## src/rtl/word_uart_tx.sv

```systemverilog
// Word-wide UART transmitter: sends a WIDTH-bit word as WIDTH/8 bytes, 8N1, LSB byte first.
// Define WORD_UART_TX_PARITY_EN to insert an even-parity bit after the data bits of each byte.
module word_uart_tx #(
  parameter int WIDTH       = 32,
  parameter int CLK_PER_BIT = 868
) (
  input  logic             clk,
  input  logic             rst,
  input  logic [WIDTH-1:0] data,
  input  logic             valid,
  output logic             ready,
  output logic             txd,
  output logic             busy
);

  localparam int NBYTES = WIDTH / 8;
  localparam int BYTE_W = (NBYTES > 1) ? $clog2(NBYTES) : 1;
  localparam int BAUD_W = $clog2(CLK_PER_BIT);

  typedef enum logic [2:0] {
    IDLE,
    START,
    DATA,
    PARITY,
    STOP
  } state_t;

  state_t             state, state_n;
  logic [WIDTH-1:0]   shreg, shreg_n;
  logic [BYTE_W-1:0]  byte_cnt, byte_cnt_n;
  logic [2:0]         bit_cnt, bit_cnt_n;
  logic [BAUD_W-1:0]  baud_cnt, baud_cnt_n;
  logic               txd_n;
  logic               busy_n;
  logic               bit_end;
  logic [7:0]         tx_byte;

  assign ready   = (state == IDLE);
  assign bit_end = (baud_cnt == BAUD_W'(CLK_PER_BIT - 1));

  always_comb begin
    state_n    = state;
    shreg_n    = shreg;
    byte_cnt_n = byte_cnt;
    bit_cnt_n  = bit_cnt;
    baud_cnt_n = bit_end ? '0 : baud_cnt + 1'b1;
    case (state)
      IDLE: begin
        baud_cnt_n = '0;
        if (valid) begin
          state_n    = START;
          shreg_n    = data;
          byte_cnt_n = '0;
          bit_cnt_n  = '0;
        end
      end
      START: begin
        if (bit_end) begin
          state_n   = DATA;
          bit_cnt_n = '0;
        end
      end
      DATA: begin
        if (bit_end) begin
          if (bit_cnt == 3'd7) begin
`ifdef WORD_UART_TX_PARITY_EN
            state_n = PARITY;
`else
            state_n = STOP;
`endif
          end else begin
            bit_cnt_n = bit_cnt + 3'd1;
          end
        end
      end
      PARITY: begin
        if (bit_end) state_n = STOP;
      end
      STOP: begin
        if (bit_end) begin
          if (byte_cnt == BYTE_W'(NBYTES - 1)) begin
            state_n = IDLE;
          end else begin
            state_n    = START;
            byte_cnt_n = byte_cnt + 1'b1;
            shreg_n    = shreg >> 8;
          end
        end
      end
      default: state_n = IDLE;
    endcase
  end

  // txd and busy are registered, so decode them from the state being entered.
  always_comb begin
    tx_byte = shreg_n[7:0];
    txd_n   = 1'b1;
    busy_n  = (state_n != IDLE);
    case (state_n)
      START:   txd_n = 1'b0;
      DATA:    txd_n = tx_byte[bit_cnt_n];
      PARITY:  txd_n = ^tx_byte;
      default: txd_n = 1'b1;
    endcase
  end

  always_ff @(posedge clk) begin
    if (rst) begin
      state    <= IDLE;
      shreg    <= '0;
      byte_cnt <= '0;
      bit_cnt  <= '0;
      baud_cnt <= '0;
      txd      <= 1'b1;
      busy     <= 1'b0;
    end else begin
      state    <= state_n;
      shreg    <= shreg_n;
      byte_cnt <= byte_cnt_n;
      bit_cnt  <= bit_cnt_n;
      baud_cnt <= baud_cnt_n;
      txd      <= txd_n;
      busy     <= busy_n;
    end
  end

endmodule

```

## config.mk

```make
export PLATFORM = sky130hd
export DESIGN_NAME = word_uart_tx
export DESIGN_NICKNAME = d
export VERILOG_FILES = /design/src/rtl/word_uart_tx.sv
export SDC_FILE = /design/constraint.sdc
export NUM_CORES = 1
export LEC_CHECK = 0
export CORE_UTILIZATION = 51
export CTS_CLUSTER_SIZE = 30
export DETAILED_ROUTE_END_ITERATION = 8
export GPL_TIMING_DRIVEN = 0
export PLACE_DENSITY = 0.87
export REMOVE_ABC_BUFFERS = 1
export SKIP_CTS_REPAIR_TIMING = 1
export SLEW_MARGIN = 20
export SYNTH_ARGS = -nofsm -noshare
export SYNTH_HDL_FRONTEND = slang
export SYNTH_SLANG_ARGS = --single-unit
```

## constraint.sdc

```tcl
create_clock -name clk -period 2.5 [get_ports clk]
set_input_delay 0.5 -clock clk [delete_from_list [all_inputs] [get_ports clk]]
set_output_delay 0.5 -clock clk [all_outputs]
set_load 0.02 [all_outputs]
```

== After elaboration in Yosys (flattened, before gate mapping) ==
Index checks and enable logic that the tools add are counted.

* Add/sub/neg operators: 3
* $mul: 0
* Div/mod/pow operators: 0
* Magnitude comparators: 1
* Eq/ne operators: 13
* Shift-type cells: 0
* Multiplexer cells: 24
* Bitwise gates (word level): 0
* Reductions and logical operators: 6

{| class="wikitable"
|+ Operator list
! kind !! count
|-
| 2-to-1 mux 32 bit || 3
|-
| case mux 32 bit (2 select lines) || 1
|-
| 2-to-1 mux 3 bit || 10
|-
| case mux 3 bit (5 select lines) || 1
|-
| equality test 3 x 2 -> 1 bit (second input constant) || 4
|-
| adder 10 x 1 -> 10 bit (second input constant) || 1
|-
| equality test 10 bit (second input constant) || 1
|-
| case mux 3 bit (3 select lines) || 1
|-
| XOR reduction 8 bit || 1
|-
| equality test 3 x 1 -> 1 bit (second input constant) || 2
|-
| equality test 3 bit (second input constant) || 2
|-
| 2-to-1 mux 2 bit || 3
|-
| != test 2 bit (second input constant) || 3
|-
| less-than comparator 3 x 4 -> 1 bit (second input constant) || 1
|-
| case mux 2 bit (2 select lines) || 1
|-
| AND reduction 4 bit || 1
|-
| adder 3 x 1 -> 3 bit (second input constant) || 1
|-
| binary-select mux 1 bit (select 3 bit) || 1
|-
| zero test 3 bit || 1
|-
| case mux 1 bit (3 select lines) || 1
|-
| nonzero test 3 bit || 1
|-
| OR reduction 3 bit || 1
|-
| adder 2 x 1 -> 2 bit (second input constant) || 1
|-
| equality test 2 bit (second input constant) || 1
|-
| 2 further kinds || 3
|}

* Register bits: 52
* Latch bits: 0
* Memory bits (writable): 0
* Memory bits (read-only): 0
* Output and inout bits: 3
* Logic and storage cells: 55
* Memories: 0

== Longest topological paths before layout ==
* Depth in word-level cells: 7
* Depth in mapped cells: 12
* Mapped depth without buffers: 10

== Worst setup path before layout ==
OpenSTA, ideal clock, no wires.

* Path kind: register to register
* Start point: register baud_cnt[0]
* End point: register txd
* Setup time: 77 ps
* Data arrival time: 2219 ps
* Data required time: 2423 ps
* Path slack: 204 ps
* Stages on the path, launching flop included: 10
* Buffers on the path: 0
* Period minus slack after synthesis: 2296 ps
* Path through: dfxtp_1 -> ha_1 -> nor3b_4 -> nand4_1 -> a21o_1 -> a21o_1 -> a32o_2 -> mux2_4 -> o21a_1 -> a41oi_2

* Longest elaborated chain between the ends: 6

{| class="wikitable"
|+ Ends and longest elaborated chain
! element !! RTL line !! source
|-
| from (decl) || 32 || <nowiki>logic [BAUD_W-1:0] baud_cnt, baud_cnt_n;</nowiki>
|-
| from (signal assigned) || 121 || <nowiki>baud_cnt <= baud_cnt_n;</nowiki>
|-
| equality test 10 bit * || 39 || <nowiki>assign bit_end = (baud_cnt == BAUD_W'(CLK_PER_BIT - 1));</nowiki>
|-
| 2-to-1 mux 3 bit (tied with other cells) || 64 || <nowiki>if (bit_end) begin</nowiki>
|-
| case mux 3 bit (3 select lines) / case mux 32 bit (2 select lines) (equally long branches) || 47 || <nowiki>case (state)</nowiki>
|-
| binary-select mux 1 bit (select 3 bit) || 101 || <nowiki>DATA: txd_n = tx_byte[bit_cnt_n];</nowiki>
|-
| 2-to-1 mux 1 bit (not written as such) || 101 ||
|-
| case mux 1 bit (3 select lines) * || 99 || <nowiki>case (state_n)</nowiki>
|-
| to (signal assigned) || 122 || <nowiki>txd <= txd_n;</nowiki>
|-
| to (decl) || 12 || <nowiki>output logic txd,</nowiki>
|}

Mark *: on every way between the ends. The rest lies on a longest branch, timed or not. The select of a mux whose other input is x is not followed.
A chain may end at the register's enable or synchronous reset.

== Worst setup path in the final report ==
Same ends and word-level chain as after synthesis.

==> impl_metrics.env <==
export IMPL_critPathSlowestCell="dfxtp_2"
export IMPL_num_io_pins=38
export IMPL_core_area_sq_um=4720
export IMPL_clock_latency_ps=300
export IMPL_path_clk_slew_ps=90
export IMPL_cpLargestDelayFamily="compound AO/OA/AOI/OAI gates"
export IMPL_clock_path_buffers=2
export IMPL_cp_data_arrival_time_ps=2880
export IMPL_antenna_found_initial=0
export IMPL_peakVddDrop_mv=0.354
export IMPL_wl_um=5890
export IMPL_grt_pass1_wl_um=8610
export IMPL_netlist_top_cells_area="dfxtp_1 42%, a21oi_1 7.2%, nand2_1 5.1%, nor2_1 5.0%, a22oi_1 4.8%"
export IMPL_cp_max_fo=12
export IMPL_synth_area_per_cell_sq_um=8.54
export IMPL_cp_buffers_inverters=1
export IMPL_use_met2_pct=35.8
export IMPL_violations="setup timing"
export IMPL_synthDistinctLibCells=48
export IMPL_power_frac_seq_pct=49.9
export IMPL_synthTopCellsByCount="52 x dfxtp_1, 36 x a21oi_1, 34 x nand2_1, 33 x nor2_1, 20 x nand3_1"
export IMPL_start_kind="register"
export IMPL_worstSetupPathType="register to register"
export IMPL_hold_class="register to register"
export IMPL_globalRouteMet1Util_pct=26.1
export IMPL_synth_seq_cells=52
export IMPL_nets=378
export IMPL_syn_inst=292
export IMPL_worstReg2RegStart="baud_cnt[0]"
export IMPL_setup_violations=1
export IMPL_synth_top_area_share_pct=41.7
export IMPL_r2r_slack_ps=-150
export IMPL_cts_root_buf="clkbuf_8"
export IMPL_avgRoutedWirePerCell_um=14.4
export IMPL_final_util_pct=68.0
export IMPL_sw_frac_of_total_pct=24.0
export IMPL_p_int_mw=1.36
export IMPL_total_power_mw=1.79
export IMPL_rsz0062_at_grt="yes"
export IMPL_ys_seq_area_share_pct=41.7
export IMPL_diodes=0
export IMPL_num_rows=25
export IMPL_timing_final_crit_share_pct=106
export IMPL_crit_end="txd"
export IMPL_final_max_slew_violation_count=0
export IMPL_via_per_inst=5.64
export IMPL_drive_gt1_share_pct=17.3
export IMPL_routabilityCongestion=0.886
export IMPL_worstPathRequired_ps=2730
export IMPL_p_per_area_nw_per_um2=557
export IMPL_hold_violations=0
export IMPL_period_needed_ps=2650
export IMPL_ys_warn_count=0
export IMPL_yosys_area_top_type="dfxtp_1"
export IMPL_rr_worst_depth=11
export IMPL_relSlewSlack_pct=50.9
export IMPL_yosysMostFrequentCell="dfxtp_1"
export IMPL_rr_endpoint="txd"
export IMPL_postLayoutSetupSlackWorst_ps=-155
export IMPL_ant_nets=0
export IMPL_io_buffers=37
export IMPL_async_reset_ff_share_pct=0
export IMPL_outcome="finished with violations"
export IMPL_track_usage_pct=20.9
export IMPL_areaGrowthSynthToFinish_pct=28.8
export IMPL_cts_tree="done"
export IMPL_die_w_um=71.9
export IMPL_htreeDepth=2
export IMPL_cp_cell_sequence="ha_4 > nor3b_4 > buf_4 > nand4_4 > o22a_1 > o21ai_1 > xor2_1 > xnor2_1 > xnor2_1 > o21a_1 > a41oi_2"
export IMPL_worst_pin_slew_ps=736
export IMPL_crit_start="baud_cnt[0]"
export IMPL_drc_errors=0
export IMPL_ys_flop_type="dfxtp_1"
export IMPL_first_pass_iters=5
export IMPL_die_h_um=71.9
export IMPL_fin_skew_ps=3.89
export IMPL_cp_depth=11
export IMPL_drtIter0Drc=156
export IMPL_drv_cap=0
export IMPL_grt_max_degree=42
export IMPL_grt_pass1_vias=1949
export IMPL_cts_sinks=52
export IMPL_comb_power_share_pct=15.4
export IMPL_crit_top_cell="xnor2_1"
export IMPL_cts_buffers=5
export IMPL_netlist_area_sq_um=2490
export IMPL_top_usage_layer="met2"
export IMPL_synth_edff_count=0
export IMPL_max_stage_delay_ps=370
export IMPL_overflow=0
export IMPL_vias=2301
export IMPL_fmax_ghz=0.377
export IMPL_p_clk_share_pct=34.7
export IMPL_hold_path_depth=2
export IMPL_dpl_hpwl_um=3390
export IMPL_p_leak_nw=1.18
export IMPL_start_util_pct=52.8
export IMPL_grt_use_met3_pct=4.58
export IMPL_worstHoldStart="shreg[13]"
export IMPL_endpoint_kind="register"
export IMPL_switchingPower_mw=0.429
export IMPL_dieArea_sq_um=5170
==> cell families after synthesis <==
family,share of synthesized area [%]
mux,1.81
fa+ha+maj,1.51
compound gates,22.4
xor+xnor,5.27
simple gates,23.0
flops,41.7
buf+inv,4.31
==> area by class of cell <==
type,count,area [sq um]
multi-input combinational,221,1410
timing repair buffer,57,532
clock buffer,7,96.3
inverter,3,11.3
fill,355,1510
sequential,52,1050
tap,67,83.8
clock inverter,1,30.0
==> how the worst min path moves through the flow <==
| stage | to | slack [ps] |
|---|---|---|
| finish | shreg[13] | 460 |
| global route | shreg[9] | 480 |
| CTS | shreg[16] | 460 |
| global placement | baud_cnt[0] | 440 |
| floorplan | baud_cnt[0] | 430 |
| detailed placement | shreg[16] | 450 |
==> power by group through the flow <==
stage                     sequential, mW  clock (mW)  combinational (mW)
final                              0.892       0.621               0.275
after global routing               0.896       0.673               0.300
after CTS                          0.889       0.631               0.253
after detailed placement           0.908           0               0.250
after global placement             0.907           0               0.246
after floorplan                    0.908           0               0.145
==> metrics by stage <==
| stage | cell area [sq um] | worst slack (ps) | std cells | TNS [ps] | hold WS [ps] |
|---|---|---|---|---|---|
| after floorplan | 2400 | -407 | 274 | -407 | 426 |
| after global placement | 2850 | -1420 | 378 | -14480 | 442 |
| after detailed placement | 2850 | -1050 | 378 | -5540 | 448 |
| after CTS | 2980 | -758 | 386 | -861 | 462 |
| after global routing | 3210 | -308 | 408 | -308 | 481 |
| final | 3210 | -155 | 408 | -155 | 461 |
==> state kept, by name, indices dropped and copies added (netlist names) <==
| signal | count |
|---|---|
| txd | 1 |
| byte_cnt | 2 |
| shreg | 32 |
| busy | 1 |
| state | 3 |
| bit_cnt | 3 |
| baud_cnt | 10 |
==> worst min-delay path, cell delays in order (launching register included) <==
cell and delay, ps:
dfxtp_1 320, nand2_1 50, a21oi_1 50
==> cells in the final DEF (no fill, tap or decap), types with 2 or more instances in the layout <==
| cell type | instances |
|---|---|
| a21o_1 | 2 |
| a21oi_1 | 36 |
| a21oi_2 | 2 |
| a22o_1 | 3 |
| a22oi_1 | 16 |
| and3_1 | 3 |
| buf_4 | 18 |
| clkbuf_8 | 7 |
| clkdlybuf4s50_1 | 36 |
| dfxtp_1 | 46 |
| dfxtp_2 | 6 |
| ha_1 | 2 |
| inv_1 | 3 |
| mux2i_1 | 3 |
| nand2_1 | 32 |
| nand2_2 | 2 |
| nand3_1 | 20 |
| nor2_1 | 32 |
| nor2b_1 | 2 |
| nor3_1 | 4 |
| nor3b_1 | 3 |
| o21a_1 | 2 |
| o21ai_0 | 7 |
| o21ai_2 | 3 |
| o22a_1 | 5 |
| xnor2_1 | 6 |
| xor2_1 | 9 |
==> metal layers <==
metal  wire length (um)  vias up
met2               2810       86
met4                103        0
met5                  0        -
met3                318       16
met1               2650     1067
li1                   -     1132
No activity file was read; power rests on OpenSTA's default activity.
